## config.mk

```make
export PLATFORM = sky130hd
export DESIGN_NAME = mem_arbiter
export DESIGN_NICKNAME = d
export VERILOG_FILES = /design/src/rtl/mem_arbiter.sv
export SDC_FILE = /design/constraint.sdc
export NUM_CORES = 1
export LEC_CHECK = 0
export CORE_MARGIN = 8
export CORE_UTILIZATION = 45
export CTS_CLUSTER_DIAMETER = 30
export DETAILED_ROUTE_END_ITERATION = 7
export PLACE_DENSITY = 0.86
export SYNTH_ARGS = -nofsm -noshare
export SYNTH_HDL_FRONTEND = slang
export SYNTH_SLANG_ARGS = --single-unit
```

## constraint.sdc

```tcl
create_clock -name iClk -period 10.36 [get_ports iClk]
set_input_delay 2.072 -clock iClk [delete_from_list [all_inputs] [get_ports iClk]]
set_output_delay 2.072 -clock iClk [all_outputs]
set_load 0.01 [all_outputs]
```

## src/rtl/mem_arbiter.sv

```systemverilog
// Two-port (fetch/data) arbiter onto a single request/response memory bus.
// One transaction in flight; data port favoured, with a burst cap protecting fetch.
module mem_arbiter #(
    parameter int AddrWidth     = 32,
    parameter int DataWidth     = 32,
    parameter int TimeoutCycles = 64,
    parameter int MaxMeBurst    = 4
) (
    input  logic                 iClk,
    input  logic                 iRst,
    input  logic                 iIF_req,
    input  logic [AddrWidth-1:0] iIF_addr,
    output logic                 oIF_ack,
    output logic [DataWidth-1:0] oIF_rdata,
    output logic                 oIF_err,
    input  logic                 iME_req,
    input  logic                 iME_we,
    input  logic [3:0]           iME_be,
    input  logic [AddrWidth-1:0] iME_addr,
    input  logic [DataWidth-1:0] iME_wdata,
    output logic                 oME_ack,
    output logic [DataWidth-1:0] oME_rdata,
    output logic                 oME_err,
    output logic                 oMem_valid,
    input  logic                 iMem_ready,
    output logic [AddrWidth-1:0] oMem_addr,
    output logic                 oMem_we,
    output logic [3:0]           oMem_be,
    output logic [DataWidth-1:0] oMem_wdata,
    input  logic                 iMem_rvalid,
    input  logic [DataWidth-1:0] iMem_rdata,
    input  logic                 iMem_err
);

    localparam int CntW = $clog2(MaxMeBurst + 1);
    localparam int TmoW = $clog2(TimeoutCycles + 1);

    typedef enum logic [1:0] {
        S_IDLE,
        S_ISSUE,
        S_WAIT,
        S_RESP
    } state_t;

    state_t              r_state;
    logic                r_sel_me;
    logic [CntW-1:0]     r_me_cnt;
    logic [TmoW-1:0]     r_tmo;

    logic                w_burst_full;
    logic                w_me_win;
    logic                w_tmo_hit;
    logic                w_done;
    logic                w_rsp_err;
    logic [DataWidth-1:0] w_rsp_data;

    assign w_burst_full = (r_me_cnt == CntW'(MaxMeBurst));
    assign w_me_win     = iME_req && !(w_burst_full && iIF_req);
    assign w_tmo_hit    = (r_tmo == TmoW'(TimeoutCycles - 1));

    // Completion of the in-flight transfer: bus response, else timeout
    always_comb begin
        w_done     = 1'b0;
        w_rsp_err  = 1'b0;
        w_rsp_data = '0;
        if (r_state == S_WAIT && iMem_rvalid) begin
            w_done     = 1'b1;
            w_rsp_err  = iMem_err;
            w_rsp_data = oMem_we ? '0 : iMem_rdata;
        end else if ((r_state == S_ISSUE || r_state == S_WAIT) && w_tmo_hit) begin
            w_done    = 1'b1;
            w_rsp_err = 1'b1;
        end
    end

    // Arbitration FSM with registered bus and response outputs
    always_ff @(posedge iClk or posedge iRst) begin
        if (iRst) begin
            r_state    <= S_IDLE;
            r_sel_me   <= 1'b0;
            r_me_cnt   <= '0;
            r_tmo      <= '0;
            oIF_ack    <= 1'b0;
            oIF_err    <= 1'b0;
            oIF_rdata  <= '0;
            oME_ack    <= 1'b0;
            oME_err    <= 1'b0;
            oME_rdata  <= '0;
            oMem_valid <= 1'b0;
            oMem_addr  <= '0;
            oMem_we    <= 1'b0;
            oMem_be    <= 4'h0;
            oMem_wdata <= '0;
        end else begin
            oIF_ack <= 1'b0;
            oIF_err <= 1'b0;
            oME_ack <= 1'b0;
            oME_err <= 1'b0;
            unique case (r_state)
                S_IDLE: begin
                    if (w_me_win) begin
                        r_sel_me   <= 1'b1;
                        oMem_addr  <= iME_addr;
                        oMem_we    <= iME_we;
                        oMem_be    <= iME_be;
                        oMem_wdata <= iME_wdata;
                        oMem_valid <= 1'b1;
                        r_tmo      <= '0;
                        r_state    <= S_ISSUE;
                        if (!iIF_req)
                            r_me_cnt <= '0;
                        else if (!w_burst_full)
                            r_me_cnt <= r_me_cnt + CntW'(1);
                    end else if (iIF_req) begin
                        r_sel_me   <= 1'b0;
                        oMem_addr  <= iIF_addr;
                        oMem_we    <= 1'b0;
                        oMem_be    <= 4'hF;
                        oMem_wdata <= '0;
                        oMem_valid <= 1'b1;
                        r_tmo      <= '0;
                        r_me_cnt   <= '0;
                        r_state    <= S_ISSUE;
                    end else begin
                        r_me_cnt <= '0;
                    end
                end
                S_ISSUE, S_WAIT: begin
                    if (w_done) begin
                        oMem_valid <= 1'b0;
                        r_state    <= S_RESP;
                        if (r_sel_me) begin
                            oME_ack   <= 1'b1;
                            oME_err   <= w_rsp_err;
                            oME_rdata <= w_rsp_data;
                        end else begin
                            oIF_ack   <= 1'b1;
                            oIF_err   <= w_rsp_err;
                            oIF_rdata <= w_rsp_data;
                        end
                    end else begin
                        r_tmo <= r_tmo + TmoW'(1);
                        if (r_state == S_ISSUE && iMem_ready) begin
                            oMem_valid <= 1'b0;
                            r_state    <= S_WAIT;
                        end
                    end
                end
                S_RESP: begin
                    r_state <= S_IDLE;
                end
            endcase
        end
    end

endmodule

```

==> run_results.csv, run 1 <==
group,metric,value,unit
synthesis,syn-instance-count,477,
clock_network,cts_buffers,17,
sta,fin_crit,3980,ps
clock_network,cts_buffer_depth,2,
power,p_clk_share,22.2,%
sta,tns,0,ps
final_layout,layout-drive-gt1-share,6.75,%
final_layout,n_antenna_cell,0,
synthesis,yosys.area.top_type,"dfrtp_1",
synthesis,yosysWarnings,0,
routing,vias,5059,
final_layout,num-nets-final,889,
worst_setup_path,cp.arrival,4300,ps
routing,vias_per_cell,5.43,
floorplan,die-area,17500,um^2
worst_setup_path,path_max_fanout,103,
routing,wl_per_cell,20.2,um
routing,postRouteAntennaNets,0,
floorplan,rows,42,
placement,routabilityCongestion,0.842,
floorplan,dieHeight,132,um
synthesis,synth_ff_type,"dfrtp_1",
floorplan,design.core.area,13200,um^2
job,maxCapViolCount,0,
clock_network,clock-sinks,151,
power,peakVddDrop,0.000143,V
synthesis,ys_seq_area_share,61.9,%
power,p_per_area,283,nW/um^2
clock_network,cts.repair.resized,0,
synthesis,mappedNetlistNets,624,
floorplan,die_x,132,um
synthesis,synth_top_area_share,61.9,%
clock_network,htreeDepth,4,
routing,drc,0,
sta,post-route-period-util,38.4,%
grt,grt_max_degree,104,
power,sequentialPowerShare,36.0,%
synthesis,synthTopCellsByArea,"dfrtp_1, a22o_1, mux2i_1",
grt,grt_overflow,0,
synthesis,synth_area_per_cell,12.8,um^2
sta,setup_violations,0,
power,p_int,1780,uW
worst_setup_path,critPathRequiredTime,10680,ps
grt,antenna_found_initial,0,
placement,placedCellCount,899,
routing,first_pass_iters,5,
worst_hold_path,hp-class,"register to register",
clock_network,cts_setup_buffers,0,
placement,dpl.hpwl,14000,um
clock_network,clkTransAtPathRegs,60,ps
sta,fmax,251,MHz
synthesis,synth_edf_count,0,
final_layout,final_core_util,71.9,%
synthesis,async_flop_share,100,%
sta,slew_viol_final,0,
sta,finalClockSkew,6.25,ps
synthesis,synth_cell_types,40,
clock_network,clockRootBuffer,"clkbuf_16",
synthesis,yosysMostFrequentCell,"dfrtp_1",
worst_setup_path,worstSetupPathType,"input pin to register",
power,p_switching,910,uW
final_layout,area.growth.synth_to_final,56.0,%
routing,wirelength,18800,um
worst_setup_path,start_kind,"input pin",
synthesis,synth_commonest_cells,"dfrtp_1, a22o_1, nand2_1",
sta,worst_slew_pin_slew,1330,ps
floorplan,ios,278,
grt,grt_pass1_wl,30000,um
synthesis,synth.ff_latch_count,151,
power,combPwrFrac,41.8,%
clock_network,insertion_delay,400,ps
power,swShare,33.8,%
final_layout,fin_cells,931,
grt,grt_usage,21.3,%
synthesis,syn_area,6100,um^2
clock_network,ctsHoldBuffers,0,
power,leakage,0.00423,uW
run_status,status,"finished clean",
sta,rsz0062_at_grt,"no",
placement,port_buffers,277,
sta,hold_violations,0,
floorplan,start_util,46.1,%
clock_network,tritoncts,"built",
sta,slew_headroom,10.7,%
worst_setup_path,end_kind,"register",
grt,first_global_vias,5479,
routing,drt_iter0_drc,306,
cell usage in the layout, fill, tap and decap left out, drive strengths merged, types with 2 or more instances in the layout:
master,Yosys,layout
nand3,5,5
clkinvlp,0,4
mux2i,33,33
a22o,98,98
o22ai,2,2
nand4,3,3
nor2,8,8
a21oi,7,7
ha,7,7
o22a,5,5
nand2b,2,2
clkbuf,7,18
and2,2,2
buf,29,5
nor3b,2,2
dfrtp,151,151
nor3,6,6
o21ai,42,42
nand2,44,44
clkdlybuf4s50,0,277
a31oi,2,2
clkinv,0,2
inv,11,18
state kept, by name (all words and copies together) (netlist names), 2 cells and up:
register,cells
r_state,2
oME_rdata,32
oIF_rdata,32
oMem_addr,32
oMem_be,4
r_me_cnt,3
oMem_wdata,32
r_tmo,7
power by group through the flow:
stage	registers (uW)	logic, uW	clock network [uW]
floorplan	1050	447	0
global placement	966	1100	0
detailed placement	974	1140	0
CTS	971	1140	609
global route	998	1220	633
finish	971	1130	598
stage by stage:
step / worst slack [ps] / total power [uW] / hold WS (ps) / area, um^2
global route: 6200 / 2850 / 505 / 9520
finish: 6380 / 2690 / 477 / 9520
global placement: 6040 / 2070 / 462 / 8940
floorplan: 4220 / 1500 / 492 / 6100
CTS: 6380 / 2720 / 484 / 9520
detailed placement: 5950 / 2120 / 469 / 8940
routing by layer:
layer / track usage (%) / routed length (um)
met1: 25.2 / 7580
met3: 8.82 / 1830
met2: 34.3 / 9030
met5: 0 / 0
met4: 7.32 / 346
final timing paths:
| path | to | slack (ps) | cells past startpoint | startpoint |
|---|---|---|---|---|
| hold reg to reg | oMem_addr[11] | 480 | 2 | oMem_addr[11] |
| hold / removal | oMem_addr[11] | 480 | 2 | oMem_addr[11] |
| setup / recovery | r_tmo[0] | 6380 | 5 | iIF_req |
| setup reg to reg | oIF_rdata[27] | 7590 | 5 | r_state[1] |
| min in group asynchronous | oMem_wdata[28] | 2110 | 2 | iRst |
| max in group asynchronous | oMem_addr[11] | 6720 | 3 | iRst |
final cells by class:
class                           instances  area [um^2]
Multi-Input combinational cell        279         2080
Fill cell                             928         3730
Sequential cell                       151         3780
Timing Repair Buffer                  282         2810
Clock buffer                           18          439
Tap cell                              176          220
Clock inverter                         14          138
Inverter                               11         46.3
kinds of logic (layout without fill, tap and decap cells):
group	count (synthesis)	count (layout)	share of synthesized area (%)
muxes	34	34	5.60
buffers and inverters	47	325	4.39
AOI/OAI and AO/OA	161	161	20.2
adders and majority gates	7	7	1.44
DFF	151	151	61.9
and+or+nand+nor	77	77	6.38
worst max-delay path: stages:
cell and delay (ps):
clkdlybuf4s50_1 540, or3b_1 560, nand2_4 730, o21ai_0 180
o22ai_1 200
Power figures use the tool's default switching activity.
==> run 2, diff against run 1 <==
CORE_UTILIZATION = 38   (was 45)
PLACE_DENSITY = 0.77   (was 0.86)
clock period = 3.5 ns   (was 10.36 ns; I/O delays follow)
==> run 2 against run 1 <==
Against the previous run: sequential power increased to 3.0 times the previous value; core utilization decreased by 11 points; total power increased to 3.0 times the previous value; routed wire length decreased by 2.4%; combinational power increased to 3.0 times the previous value; register-to-register slack got worse by 6500 ps; die area increased by 16%; highest routed layer unchanged; setup slack got worse by 5300 ps; final area increased by 1.0%; flip-flop and latch count unchanged; sequential share of layout area decreased by 0.40 points.
==> run_results.csv, run 2 (same netlist as run 1, synthesis figures left out) <==
group,metric,value,unit
worst_setup_path,r2r_start,"r_state[1]",
grt,grt_overflow,0,
clock_network,cts.repair.resized,0,
final_layout,area.growth.synth_to_final,57.6,%
sta,setup_violations,0,
sta,worst_slew_pin_slew,1190,ps
routing,vias_per_cell,5.11,
clock_network,ctsHoldBuffers,0,
clock_network,cts_setup_buffers,0,
power,p_per_area,829,nW/um^2
sta,hold_ws,480,ps
power,p_int,5360,uW
worst_setup_path,path_depth,4,
sta,fmax,408,MHz
job,maxCapViolCount,0,
floorplan,rows,46,
worst_setup_path,r2r_end,"oME_rdata[28]",
placement,dpl.hpwl,13800,um
routing,drt_iter0_drc,227,
power,sequentialPowerShare,36.0,%
placement,routabilityCongestion,0.789,
worst_hold_path,hp-class,"register to register",
grt,grt_usage,17.8,%
worst_setup_path,end_kind,"register",
clock_network,clock-sinks,151,
worst_setup_path,slowest_stage,"nand3_2",
final_layout,layout.cells.most_common,"clkdlybuf4s50_1",
clock_network,tritoncts,"built",
worst_hold_path,hold_depth,2,
placement,placed_cell_area,9040,um^2
final_layout,final_cell_area,9610,um^2
routing,drc,0,
power,swShare,32.7,%
sta,finalClockSkew,14.4,ps
worst_setup_path,cp.arrival,2740,ps
floorplan,design.core.area,15800,um^2
worst_setup_path,worst_path_largest_cell_delay,690,ps
grt,antenna_found_initial,0,
grt,grt_max_degree,81,
power,leakage,0.00425,uW
clock_network,cts_buffer_depth,2,
final_layout,num-nets-final,892,
sta,fin_crit,2450,ps
final_layout,n_antenna_cell,0,
worst_setup_path,worstSetupPathType,"register to register",
worst_setup_path,worstPathCellList,"inv_1 -> ha_1 -> nand3_2 -> a22o_1",
worst_setup_path,worst_r2r_path_depth,4,
clock_network,htreeDepth,4,
worst_setup_path,critPathRequiredTime,3790,ps
worst_setup_path,critical-path-top-delay-family,"simple AND/OR/NAND/NOR gates",
clock_network,clockRootBuffer,"clkbuf_16",
routing,first_pass_iters,5,
floorplan,die-area,20400,um^2
sta,post-route-period-util,70.1,%
worst_setup_path,start_kind,"register",
power,combPwrFrac,42.0,%
floorplan,die_x,143,um
clock_network,insertion_delay,420,ps
worst_setup_path,endpoint,"oME_rdata[28]",
sta,slew_headroom,20.4,%
clock_network,cts_buffers,17,
placement,pre_cts_ws,727,ps
worst_setup_path,r2r_setup_slack,1050,ps
grt,grt_pass1_wl,28500,um
final_layout,layout-drive-gt1-share,6.75,%
placement,port_buffers,277,
worst_setup_path,cp_num_buf_inv,1,
worst_setup_path,startpoint,"r_state[1]",
grt,first_global_vias,5488,
sta,timing.final.ws_setup,1050,ps
power,peakVddDrop,0.000373,V
final_layout,most-common-layout-cells,"clkdlybuf4s50_1, dfrtp_1, a22o_1",
floorplan,start_util,38.7,%
routing,vias,4966,
sta,tns,0,ps
floorplan,ios,278,
routing,wl_per_cell,18.9,um
sta,hold_violations,0,
worst_setup_path,path_max_fanout,33,
routing,wirelength,18300,um
sta,slew_viol_final,0,
power,p_clk_share,22.0,%
sta,rsz0062_at_grt,"no",
floorplan,dieHeight,143,um
clock_network,clkTransAtPathRegs,60,ps
final_layout,final_core_util,61.0,%
power,p_switching,2610,uW
run_status,status,"finished clean",
routing,postRouteAntennaNets,0,
==> run 2: worst min-delay path by stage <==
stage / from / endpoint / slack, ps
global route: oMem_addr[10] / oMem_addr[10] / 510
finish: oMem_addr[15] / oMem_addr[15] / 480
CTS: oMem_addr[10] / oMem_addr[10] / 480
detailed placement: oMem_addr[10] / oMem_addr[10] / 470
floorplan: r_tmo[1] / r_tmo[1] / 490
global placement: oMem_addr[20] / oMem_addr[20] / 460
==> run 2: power by group through the flow <==
| stage | Sequential, uW | Combinational (uW) | Clock, uW |
|---|---|---|---|
| after floorplan | 3110 | 1320 | 0 |
| after global placement | 2860 | 3280 | 0 |
| after detailed placement | 2880 | 3390 | 0 |
| after CTS | 2870 | 3400 | 1800 |
| after global routing | 2950 | 3630 | 1870 |
| final | 2870 | 3350 | 1760 |
==> run 2: layout make-up <==
class                           count  area, um^2
Fill cell                        1236        6160
Inverter                           11        45.0
Clock inverter                     11         126
Tap cell                          216         270
Clock buffer                       19         443
Timing Repair Buffer              285        2870
Multi-Input combinational cell    279        2080
Sequential cell                   151        3780
==> run 2: per-stage QoR <==
step                instances  total power [uW]
finish                    972              7970
global route              972              8440
CTS                       972              8060
detailed placement        942              6270
global placement          942              6140
floorplan                 477              4440
==> run 2: worst register-to-register path, cell delays in order (launching register included) <==
cell	delay [ps]
dfrtp_1	400
inv_1	90
ha_1	670
nand3_2	700
a22o_1	480
==> run 2: layer usage <==
metal,track usage (%),vias to the layer above,wire [um]
li1,-,2293,-
met1,20.5,2408,7450
met2,28.3,241,8600
met3,8.08,24,1940
met4,7.33,0,338
met5,0,-,0
==> run 3, diff against run 2 <==
CORE_UTILIZATION = 42   (was 38)
PLACE_DENSITY = 0.81   (was 0.77)
clock period = 2.3 ns   (was 3.5 ns; I/O delays follow)
==> run 3 against run 2 <==
Against the previous run: worst hold slack about the same; setup slack got worse by 780 ps; largest cell class unchanged; highest routed layer unchanged; clock skew decreased by 6.0 ps; routed wire length increased by 1.7%.
==> run_results.csv, run 3 (same netlist as run 1, synthesis figures left out) <==
group,metric,value,unit
run_status,status,"finished clean",
clock_network,clock-sinks,151,
worst_setup_path,slowest_stage,"or3b_1",
floorplan,rows,44,
floorplan,die_x,137,um
worst_setup_path,path_max_fanout,96,
worst_hold_path,worstHoldStart,"oMem_addr[12]",
routing,postRouteAntennaNets,0,
final_layout,n_antenna_cell,0,
routing,vias_per_cell,5.28,
worst_setup_path,r2r_setup_slack,270,ps
worst_setup_path,r2r_start,"r_state[0]",
final_layout,most-common-layout-cells,"clkdlybuf4s50_1, dfrtp_1, a22o_1",
grt,grt_usage,19.9,%
worst_setup_path,worst_path_largest_cell_delay,420,ps
final_layout,area.growth.synth_to_final,59.3,%
grt,grt_pass1_wl,28700,um
sta,fmax,493,MHz
worst_setup_path,worstPathCellList,"inv_1 -> ha_1 -> or3b_1 -> nand2_2 -> buf_12 -> o21ai_0",
placement,port_buffers,277,
sta,slew_headroom,55.8,%
sta,worst_slew_pin_slew,663,ps
placement,routabilityCongestion,0.871,
floorplan,die-area,18600,um^2
worst_hold_path,hp-class,"register to register",
grt,antenna_found_initial,0,
worst_setup_path,critPathRequiredTime,2570,ps
worst_setup_path,cp.arrival,2300,ps
worst_setup_path,worst_r2r_path_depth,6,
clock_network,insertion_delay,410,ps
job,maxCapViolCount,0,
routing,wl_per_cell,19.7,um
placement,placed_cell_area,9100,um^2
grt,first_global_vias,5357,
sta,slew_viol_final,0,
sta,hold_ws,480,ps
clock_network,clockRootBuffer,"clkbuf_16",
final_layout,final_core_util,67.6,%
power,p_per_area,1280,nW/um^2
sta,rsz0062_at_grt,"no",
worst_setup_path,worstSetupPathType,"register to register",
routing,vias,5009,
final_layout,layout-drive-gt1-share,7.33,%
sta,finalClockSkew,8.39,ps
clock_network,cts.repair.resized,0,
routing,first_pass_iters,6,
grt,grt_max_degree,125,
worst_setup_path,start_kind,"register",
clock_network,tritoncts,"built",
worst_setup_path,critical-path-top-delay-family,"simple AND/OR/NAND/NOR gates",
grt,grt_overflow,0,
floorplan,dieHeight,137,um
clock_network,htreeDepth,4,
final_layout,num-nets-final,898,
sta,fin_crit,2030,ps
worst_hold_path,hold_depth,2,
clock_network,cts_buffers,17,
sta,hold_violations,0,
sta,post-route-period-util,88.2,%
clock_network,ctsHoldBuffers,0,
worst_setup_path,r2r_end,"oMem_addr[8]",
routing,drt_iter0_drc,243,
clock_network,cts_setup_buffers,0,
power,fin_total_pwr,12400,uW
routing,wirelength,18600,um
floorplan,start_util,42.5,%
sta,setup_violations,0,
final_layout,layout.cells.most_common,"clkdlybuf4s50_1",
worst_setup_path,cp_num_buf_inv,2,
power,leakage,0.00433,uW
placement,dpl.hpwl,13800,um
clock_network,cts_buffer_depth,2,
worst_hold_path,holdPathEnd,"oMem_addr[12]",
floorplan,ios,278,
clock_network,clkTransAtPathRegs,60,ps
floorplan,design.core.area,14400,um^2
worst_setup_path,end_kind,"register",
routing,drc,0,
power,peakVddDrop,0.000594,V
final_layout,final_cell_area,9710,um^2
## run 3: worst max-delay path by stage
stage	from	endpoint	slack, ps	cells past startpoint
2_1_floorplan	iRst	oIF_ack	-60	1
3_3_place_gp	iME_req	oMem_addr[20]	260	5
3_5_place_dp	iME_req	oMem_addr[24]	170	5
4_1_cts	r_state[0]	oMem_addr[8]	280	6
5_1_grt	r_state[0]	oMem_addr[10]	120	6
6_report	r_state[0]	oMem_addr[8]	270	6
## run 3: metrics by stage
step                      setup TNS, ps  cells  setup WS (ps)
final                                 0    948            271
after global routing                  0    948            120
after CTS                             0    948            284
after detailed placement              0    916            175
after global placement                0    916            263
after floorplan                   -9510    477          -63.0
## run 3: per-layer routing
metal / GRT usage [%] / share of wire (%) / vias up
met5: 0 / 0 / -
met4: 6.89 / 1.8 / 0
met3: 8.22 / 11 / 24
met2: 31.1 / 48 / 256
met1: 24.3 / 40 / 2430
li1: - / - / 2299
## run 3: cell type report
class	count	area (um^2)
clock buffer	23	468
clock inverter	9	148
fill	1009	4650
inverter	11	45.0
multi-input combinational	279	2080
sequential	151	3780
tap	184	230
timing repair buffer	291	2970
## run 3: power by group
group / switching (uW) / total [uW] / internal (uW) / leakage, uW
clock: 1030 / 2890 / 1870 / 0.000301
combinational: 2280 / 5170 / 2890 / 0.00207
sequential: 673 / 4380 / 3710 / 0.00195
total: 3980 / 12400 / 8460 / 0.00433
## run 3: tightest hold or removal path, cell delays in order, from the launching register on
cell	delay [ps]
dfrtp_1	340
nand2_1	50
o21ai_0	60
